**src/rtl/red_line_sequencer.sv**
```systemverilog
// red_line_sequencer
// Sequences the bank of 1-bit red-detection line buffers from camera timing.
// Produces the per-pixel write address, a one-hot write enable per buffer, the
// matching read address, the tap rotation select for the 3-tap column filter
// and a qualifier telling the filter when its taps hold complete lines.
//
// Ports
//   bit_clk     pixel clock, all logic on its rising edge
//   rst_n       synchronous active-low reset
//   v_sync      high during the active frame
//   h_sync      high during the active part of a line
//   pix_valid   pixel qualifier while h_sync is high
//   wr_addr     write address (pixel x position)
//   rd_addr     read address, same as wr_addr
//   wren        one-hot write enable, zero when not writing
//   tap_sel     index of the buffer being filled, aligned with wren
//   taps_valid  taps hold NUM_BUFFERS-1 complete lines of this frame
//   line_done   one-cycle pulse per completed line
//   line_count  completed lines in this frame, saturating
//   overflow    sticky: a line carried more than LINE_WIDTH pixels
//
// state | meaning
// IDLE  | outside the frame; h_sync activity ignored, x held at 0
// FILL  | frame active, fewer than NUM_BUFFERS-1 lines captured
// RUN   | frame active, taps hold enough complete lines for the filter
module red_line_sequencer #(
   parameter int NUM_BUFFERS = 4,
   parameter int PTR_W       = 2,
   parameter int ADDR_W      = 10,
   parameter int LINE_WIDTH  = 640
) (
   input  logic                   bit_clk,
   input  logic                   rst_n,
   input  logic                   v_sync,
   input  logic                   h_sync,
   input  logic                   pix_valid,
   output logic [ADDR_W-1:0]      wr_addr,
   output logic [ADDR_W-1:0]      rd_addr,
   output logic [NUM_BUFFERS-1:0] wren,
   output logic [PTR_W-1:0]       tap_sel,
   output logic                   taps_valid,
   output logic                   line_done,
   output logic [9:0]             line_count,
   output logic                   overflow
);

   typedef enum logic [1:0] {
      IDLE = 2'd0,
      FILL = 2'd1,
      RUN  = 2'd2
   } state_t;

   // x needs one extra bit so it can rest at LINE_WIDTH after a full line.
   localparam logic [ADDR_W:0]  X_END     = (ADDR_W+1)'(LINE_WIDTH);
   localparam logic [PTR_W-1:0] LF_LAST   = PTR_W'(NUM_BUFFERS - 1);
   localparam logic [PTR_W-1:0] LF_PREV   = PTR_W'(NUM_BUFFERS - 2);
   localparam logic [9:0]       COUNT_MAX = '1;

   state_t                 state, state_nxt;
   logic                   hs_d, vs_d;
   logic                   h_fall, v_rise, v_fall;
   logic                   active, do_write, do_line, do_start, set_ovf;
   logic [ADDR_W:0]        x;
   logic [PTR_W-1:0]       wr_ptr, lines_filled;
   logic [NUM_BUFFERS-1:0] wr_onehot;

   assign rd_addr = wr_addr;

   always_comb begin
      wr_onehot         = '0;
      wr_onehot[wr_ptr] = 1'b1;
   end

   always_ff @(posedge bit_clk) begin
      if (!rst_n) state <= IDLE;
      else        state <= state_nxt;
   end

   // v_fall wins over everything else in the same cycle, including h_fall,
   // so an aborted line never advances the pointer or pulses line_done.
   always_comb begin
      h_fall    = ~h_sync & hs_d;
      v_rise    = v_sync & ~vs_d;
      v_fall    = ~v_sync & vs_d;
      state_nxt = state;
      do_start  = 1'b0;
      active    = (state == FILL) || (state == RUN);
      if (v_fall) begin
         state_nxt = IDLE;
      end else begin
         case (state)
            IDLE: if (v_rise) begin
               state_nxt = FILL;
               do_start  = 1'b1;
            end
            FILL: if (h_fall && (lines_filled == LF_PREV)) state_nxt = RUN;
            RUN:  state_nxt = RUN;
            default: state_nxt = IDLE;
         endcase
      end
      do_write = active & ~v_fall & h_sync & pix_valid & (x < X_END);
      set_ovf  = active & ~v_fall & h_sync & pix_valid & (x == X_END);
      do_line  = active & ~v_fall & h_fall;
   end

   always_ff @(posedge bit_clk) begin
      if (!rst_n) begin
         hs_d         <= 1'b0;
         vs_d         <= 1'b0;
         x            <= '0;
         wr_ptr       <= '0;
         lines_filled <= '0;
         wr_addr      <= '0;
         wren         <= '0;
         tap_sel      <= '0;
         taps_valid   <= 1'b0;
         line_done    <= 1'b0;
         line_count   <= '0;
         overflow     <= 1'b0;
      end else begin
         hs_d       <= h_sync;
         vs_d       <= v_sync;
         wren       <= do_write ? wr_onehot : '0;
         line_done  <= do_line;
         taps_valid <= (state == RUN) & h_sync & ~v_fall;
         tap_sel    <= wr_ptr;
         if (do_write) begin
            wr_addr <= x[ADDR_W-1:0];
            x       <= x + (ADDR_W+1)'(1);
         end
         if (set_ovf) overflow <= 1'b1;
         if (do_line) begin
            wr_ptr <= wr_ptr + PTR_W'(1);
            x      <= '0;
            if (lines_filled != LF_LAST) lines_filled <= lines_filled + PTR_W'(1);
            if (line_count != COUNT_MAX) line_count <= line_count + 10'd1;
         end
         if (do_start) begin
            wr_ptr       <= '0;
            lines_filled <= '0;
            line_count   <= '0;
            overflow     <= 1'b0;
         end
         if (state_nxt == IDLE) x <= '0;
      end
   end

endmodule

```
**config.mk**
```make
export PLATFORM = sky130hd
export DESIGN_NAME = red_line_sequencer
export DESIGN_NICKNAME = d
export VERILOG_FILES = /design/src/rtl/red_line_sequencer.sv
export SDC_FILE = /design/constraint.sdc
export NUM_CORES = 1
export LEC_CHECK = 0
export ABC_AREA = 1
export CAP_MARGIN = 30
export CORE_ASPECT_RATIO = 1.1
export CORE_MARGIN = 1.5
export CORE_UTILIZATION = 56
export CTS_CLUSTER_DIAMETER = 50
export CTS_CLUSTER_SIZE = 16
export DETAILED_ROUTE_END_ITERATION = 6
export DONT_BUFFER_PORTS = 1
export GPL_TIMING_DRIVEN = 0
export PLACE_DENSITY = 0.79
export SYNTH_ARGS = -nofsm -noshare
export SYNTH_HDL_FRONTEND = slang
export SYNTH_SLANG_ARGS = --single-unit
```
**constraint.sdc**
```tcl
create_clock -name bit_clk -period 1.5 [get_ports bit_clk]
set_clock_uncertainty 0.1 [all_clocks]
set_input_delay 0.3 -clock bit_clk [delete_from_list [all_inputs] [get_ports bit_clk]]
set_output_delay 0.3 -clock bit_clk [all_outputs]
set_load 0.02 [all_outputs]
```
==> qor.yml, run 1 <==
finish:
  layout_commonest_cell: "sky130_fd_sc_hd__nand2_1"
  finalNetCount: 384
  drive_above_1_share_pct: 29.43
  flow.area_growth_from_synthesis_pct: 24.69
  num_antenna_cells: 0
  post-route-util_pct: 74.13
  most-common-layout-cells: "sky130_fd_sc_hd__nand2_1, sky130_fd_sc_hd__inv_1, sky130_fd_sc_hd__nor2_1"
  finish.instance_area_um2: 2983
die:
  initial_utilization_pct: 59.45
  dieArea_um2: 4674
  pin_count: 44
  placementRows: 24
  design.core.area_um2: 4024
  height_of_the_die_um: 71.55
  die_w_um: 65.32
grt:
  grt_remaining_overflow: 0
  grt_pass1_wl_um: 9915
  global_route.usage.met2_pct: 48.98
  pin_count_of_the_biggest_net_entering_global_routing: 17
  antenna_found_initial: 0
  grt_use_total_pct: 27.60
  grt.met3_usage_pct: 5.181
  grt-busiest-layer: "met2"
  gr-usage-met1_pct: 31.08
  via_count_of_the_first_global_routing_pass: 2143
timing:
  finalSetupViolCount: 29
  final_max_slew_viols: 0
  rsz_0062_raised_after_global_routing: "true"
  relSlewSlack_pct: 56.74
  layout_worst_path_cycle_share_pct: 108.4
  clock.fmax_ghz: 0.6152
  setup_slack_ps: -125.5
  final-hold-violation-count: 0
  holdWs_ps: 24.18
  final.min_clock_period_ps: 1625
  worst-slew-pin-transition_ps: 648.9
route:
  drcViolationCount: 0
  drtPass1Iterations: 5
  detail_route.wirelength_um: 6703
  detailroute.via_count: 2324
  vias_per_cell: 5.547
  detail_route.wl_per_cell_um: 16.00
  drt_iter0_drcs: 272
  drtAntennaViolNets: 0
critical_path:
  crit_path_start_kind: "flip-flop"
  crit_path_max_fanout: 5
  end_kind: "flip-flop"
  critPathArrivalTime_ps: 1770
  required_ps: 1640
  category_of_the_most_critical_setup_path: "reg2reg"
status:
  violations: "negative setup slack"
  status: "finished with violations"
worst_hold_path:
  timing.hold.worst.class: "in2reg"
clocking:
  clk-insertion-delay-late_ps: 310
  maximum_buffer_depth_of_the_clock_tree: 2
  cts.sink_count: 48
  cts_buffer_count: 5
  tritoncts: "yes"
  cts_root_buf: "sky130_fd_sc_hd__clkbuf_8"
  ctsHtreeMaxLevel: 2
  clk_pin_slew_worst_setup_hold_paths_ps: 100
power:
  vdd.ir_drop.worst_mv: 0.6477
  power.density_nw_per_um2: 838.0
  power.static_leakage_nw: 1.286
  post-layout-total-power_mw: 2.500
synth:
  synthCells: 337
  syn_nets: 355
  synth-seq-area-share_pct: 40.17
  warnings_from_yosys: 0
  synth_area_leaders: "sky130_fd_sc_hd__dfxtp_1, sky130_fd_sc_hd__nand2_1, sky130_fd_sc_hd__inv_1"
  netlist.top_cell.by_area: "sky130_fd_sc_hd__dfxtp_1"
  synth_largest_type_area_fraction_pct: 40.17
  syn-mean-instance-area_um2: 7.099
  synthDistinctLibCells: 22
  synth_seq_cells: 48
  netlist_area_um2: 2392
place:
  hpwl_after_detailed_placement_um: 3545
  portBuffers: 0
  routability_cong: 0.8489
  worst_slack_at_placement_ps: -190.9
  placed_area_um2: 2472
flow_run:
  drv.max_cap_violation_count: 0
==> cell type report <==
type	instances	area (µm²)
fillers	267	1041
clock inverters	3	46.29
flip-flops and latches	48	987.2
inverters	53	201.4
repair buffers	21	178.9
clock buffers	5	68.82
plain buffers	16	135.1
multi-input cells	221	1300
well taps	52	65.06
==> path summary, 6_finish.rpt <==
| check | start | endpoint | slack (ps) | cells after the start |
|---|---|---|---|---|
| max | state[0] | rd_addr[5] | -130 | 8 |
| min | rst_n | wren[0] | 20 | 2 |
| max reg2reg | state[0] | rd_addr[5] | -130 | 8 |
| min reg2reg | wr_ptr[0] | tap_sel[0] | 370 | 2 |
==> stage by stage <==
step	std cells	setup TNS (ps)
2_1_floorplan	337	0
3_3_place_gp	389	-4377
3_5_place_dp	389	-5613
4_1_cts	414	-953.5
5_1_grt	419	-3039
6_report	419	-1463
==> routing by layer <==
layer  vias up  routed length [µm]
met4         0                 377
met5         -                   0
met1      1084                2469
met2       110                3405
li1       1090                   -
met3        40                 450
==> synth_stat cells, drive strengths merged <==
master / count
nand2: 90
a21oi: 25
nand3b: 1
nor2: 46
buf: 15
inv: 53
xor2: 6
ha: 13
nand3: 18
clkbuf: 1
nor3: 3
dfxtp: 48
nand4: 5
or2: 1
o21ai: 12
==> report_power, final <==
part | internal, mW | switching [mW] | leakage (nW)
sequential | 1.28 | 0.0257 | 0.395
combinational | 0.0915 | 0.130 | 0.836
clock | 0.503 | 0.468 | 0.0548
total | 1.88 | 0.624 | 1.29
==> flip-flops by register name, indices dropped and copies added (netlist names) <==
register and flops:
wren 4, tap_sel 2, wr_ptr 2, hs_d 1, vs_d 1, x 11, line_count 10, overflow 1
taps_valid 1, state 2, rd_addr 10, lines_filled 2, line_done 1
==> cell families after synthesis <==
logic type	share of synthesized area, %
simple gates	29.60
fa+ha+maj	6.799
xor+xnor	2.197
compound gates	7.741
flops	40.17
buf+inv	13.49
==> worst max-delay path: stages, from the launching register on <==
cell and delay, ps:
sky130_fd_sc_hd__dfxtp_2 350, sky130_fd_sc_hd__inv_2 60, sky130_fd_sc_hd__ha_4 290, sky130_fd_sc_hd__nand3_4 100, sky130_fd_sc_hd__nor2_4 180, sky130_fd_sc_hd__buf_4 150
sky130_fd_sc_hd__buf_6 110, sky130_fd_sc_hd__o21ai_1 60, sky130_fd_sc_hd__a21oi_1 140
==> what timing repair did <==
item	in CTS	in global routing
setup endpoints to repair	38	39
pin swaps	18	16
cloned	5	0
resized for setup	40	47
hold buffers	1	0
setup buffers	11	5
hold endpoints to repair	1	0
Note: power is estimated with default switching activity, not from simulation.
==> run 2: changes to the inputs <==
--- a/config.mk
+++ b/config.mk
@@ -9,13 +9,12 @@
 export CAP_MARGIN = 30
 export CORE_ASPECT_RATIO = 1.1
 export CORE_MARGIN = 1.5
-export CORE_UTILIZATION = 56
+export CORE_UTILIZATION = 47
 export CTS_CLUSTER_DIAMETER = 50
 export CTS_CLUSTER_SIZE = 16
 export DETAILED_ROUTE_END_ITERATION = 6
-export DONT_BUFFER_PORTS = 1
 export GPL_TIMING_DRIVEN = 0
-export PLACE_DENSITY = 0.79
+export PLACE_DENSITY = 0.81
 export SYNTH_ARGS = -nofsm -noshare
 export SYNTH_HDL_FRONTEND = slang
 export SYNTH_SLANG_ARGS = --single-unit
==> run 2 against run 1 <==
  * The flow still finishes with violations (negative setup slack)
  * Global-route usage fell by 7.1 points
  * Clock-buffer cell count did not move
  * Final area rose by 9.8%
  * First-iteration DRC count fell by 63%
  * Hold slack improved by 280 ps
  * Combinational power rose by 9%
  * Cell count rose by 10%
  * Die area rose by 18%
==> qor.yml, run 2 (synthesis gave the netlist of run 1 again) <==
clocking:
  cts_buffer_count: 5  # unchanged
  maximum_buffer_depth_of_the_clock_tree: 2  # unchanged
  cts_root_buf: "sky130_fd_sc_hd__clkbuf_8"
  clk_pin_slew_worst_setup_hold_paths_ps: 90  # about the same
  ctsHtreeMaxLevel: 2  # unchanged
  clk-insertion-delay-late_ps: 300  # about the same
  cts.sink_count: 48  # unchanged
  tritoncts: "yes"
timing:
  setup_slack_ps: -88.60  # +36.85 ps
  worst-slew-pin-transition_ps: 409.8  # -239.1 ps
  final_max_slew_viols: 0  # unchanged
  finalSetupViolCount: 20  # -31%
  layout_worst_path_cycle_share_pct: 105.9  # -2.5 points
  relSlewSlack_pct: 72.65  # +16 points
  rsz_0062_raised_after_global_routing: "true"
  final-hold-violation-count: 0  # unchanged
  holdWs_ps: 301.9  # +277.7 ps
  final.min_clock_period_ps: 1589  # -36.85 ps
  clock.fmax_ghz: 0.6295  # +2.3%
die:
  height_of_the_die_um: 77.83  # +8.8%
  design.core.area_um2: 4966  # +23%
  initial_utilization_pct: 48.17  # -11 points
  pin_count: 44  # unchanged
  dieArea_um2: 5528  # +18%
  placementRows: 27  # +13%
  die_w_um: 71.03  # +8.7%
place:
  routability_cong: 0.8693  # +2.4%
  placed_area_um2: 2910  # +18%
  hpwl_after_detailed_placement_um: 3705  # +4.5%
  portBuffers: 43  # +43
grt:
  grt_remaining_overflow: 0  # unchanged
  antenna_found_initial: 0  # unchanged
  grt_use_total_pct: 20.46  # -7.1 points
  pin_count_of_the_biggest_net_entering_global_routing: 17  # unchanged
  grt_pass1_wl_um: 9142  # -7.8%
  via_count_of_the_first_global_routing_pass: 2136  # -0.33%
finish:
  num_antenna_cells: 0  # unchanged
  n_fill_cell: 404  # +51%
  largest-register: "x"
  layout_commonest_cell: "sky130_fd_sc_hd__nand2_1"
  seqCellArea_um2: 967.2  # -2.0%
  multi_input_comb_area_um2: 1310  # +0.77%
  flow.area_growth_from_synthesis_pct: 36.87
  most-common-layout-cells: "sky130_fd_sc_hd__nand2_1, sky130_fd_sc_hd__inv_1, sky130_fd_sc_hd__dfxtp_1"
  flip_flop_count_of_the_largest_register_all_copies_and_words_added: 11  # unchanged
  finalNetCount: 421  # +9.6%
  finish.instance_area_um2: 3274  # +9.8%
  drive_above_1_share_pct: 26.49  # -2.9 points
route:
  detail_route.wirelength.met1_um: 2423  # -1.9%
  drt_iter0_drcs: 101  # -63%
  routed-wl-met3_um: 260  # -42%
  detail_route.wl_per_cell_um: 12.83  # -20%
  detailroute.via_count: 2322  # -0.086%
  dr_wl_met2_um: 3127  # -8.2%
  detail_route.wirelength_um: 5928  # -12%
  drcViolationCount: 0  # unchanged
  highest-signal-layer: "met4"
  drtAntennaViolNets: 0  # unchanged
  vias_per_cell: 5.026  # -9.4%
  drtPass1Iterations: 4  # -1
critical_path:
  crit_path_max_fanout: 5  # unchanged
  crit_path_start_kind: "flip-flop"
  critPathArrivalTime_ps: 1690  # -80 ps
  required_ps: 1610  # -30 ps
  ff2ff_setup_slack_ps: -90  # +40 ps
  end_kind: "flip-flop"
  category_of_the_most_critical_setup_path: "reg2reg"
  ff2ff_path_depth: 8  # unchanged
status:
  status: "finished with violations"
  violations: "negative setup slack"
flow_run:
  drv.max_cap_violation_count: 0  # unchanged
power:
  vdd.ir_drop.worst_mv: 0.3994  # -38%
  power.density_nw_per_um2: 712.7  # -15%
  power.static_leakage_nw: 1.540  # +20%
worst_hold_path:
  timing.hold.worst.class: "in2reg"
  min_delay_path_depth: 3  # +1
## run 2: power breakdown
| group | internal, mW | leakage, nW | switching [mW] | total [mW] |
|---|---|---|---|---|
| registers | 1.29 | 0.390 | 0.0137 | 1.30 |
| clock network | 0.331 | 0.0404 | 0.460 | 0.791 |
| logic | 0.0996 | 1.11 | 0.140 | 0.240 |
| total | 1.72 | 1.54 | 0.615 | 2.33 |
## run 2: stage by stage
step	instances	util, %	TNS (ps)	worst slack (ps)	total power, mW
2_1_floorplan	337	-	0	9.346	1.448
3_3_place_gp	438	58.60	-13420	-392.4	1.514
3_5_place_dp	438	58.60	-14020	-393.6	1.518
4_1_cts	461	63.09	-559.5	-69.34	2.315
5_1_grt	462	65.94	-2776	-136.4	2.409
6_report	462	65.94	-826.9	-88.60	2.334
## run 2: worst paths after layout
check / endpoint / startpoint
worst min register to register: tap_sel[0] / wr_ptr[0]
worst max register to register: x[7] / state[1]
worst min-delay path: vs_d / v_sync
worst max-delay path: x[7] / state[1]
## run 2: timing repair
item / in CTS / in global routing
setup endpoints to repair: 77 / 52
hold buffers: 0 / 0
buffers inserted: 9 / 1
gates resized for setup: 76 / 71
pin swaps: 12 / 24
gates cloned: 6 / 0
## run 2: worst max-delay path: stages (launching register included)
cell	delay, ps
sky130_fd_sc_hd__dfxtp_2	350
sky130_fd_sc_hd__inv_2	50
sky130_fd_sc_hd__ha_4	290
sky130_fd_sc_hd__nand3_4	100
sky130_fd_sc_hd__nor2_4	210
sky130_fd_sc_hd__buf_6	170
sky130_fd_sc_hd__nor2_1	40
sky130_fd_sc_hd__a21oi_1	120
sky130_fd_sc_hd__nor2_1	50
## run 2: metal layers
metal	up-vias	track usage, %
li1	1162	-
met1	1071	23.05
met2	79	37.10
met3	10	4.545
met4	0	7.736
met5	-	0
## run 2: layout make-up
| type | instances | share of cell area [%] |
|---|---|---|
| buffer | 16 | 4.280 |
| multi-input combinational | 221 | 40.01 |
| sequential | 48 | 29.54 |
| clock inverter | 3 | 0.7260 |
| inverter | 53 | 6.229 |
| tap | 58 | 2.216 |
| timing repair buffer | 58 | 14.90 |
| clock buffer | 5 | 2.102 |
==> run 3: changes to the inputs <==
--- a/config.mk
+++ b/config.mk
@@ -6,7 +6,7 @@
 export NUM_CORES = 1
 export LEC_CHECK = 0
 export ABC_AREA = 1
-export CAP_MARGIN = 30
+export CAP_MARGIN = 20
 export CORE_ASPECT_RATIO = 1.1
 export CORE_MARGIN = 1.5
 export CORE_UTILIZATION = 47
==> results of run 3 <==
Same layout as run 2: the final DEF is identical, and so are final timing and power.
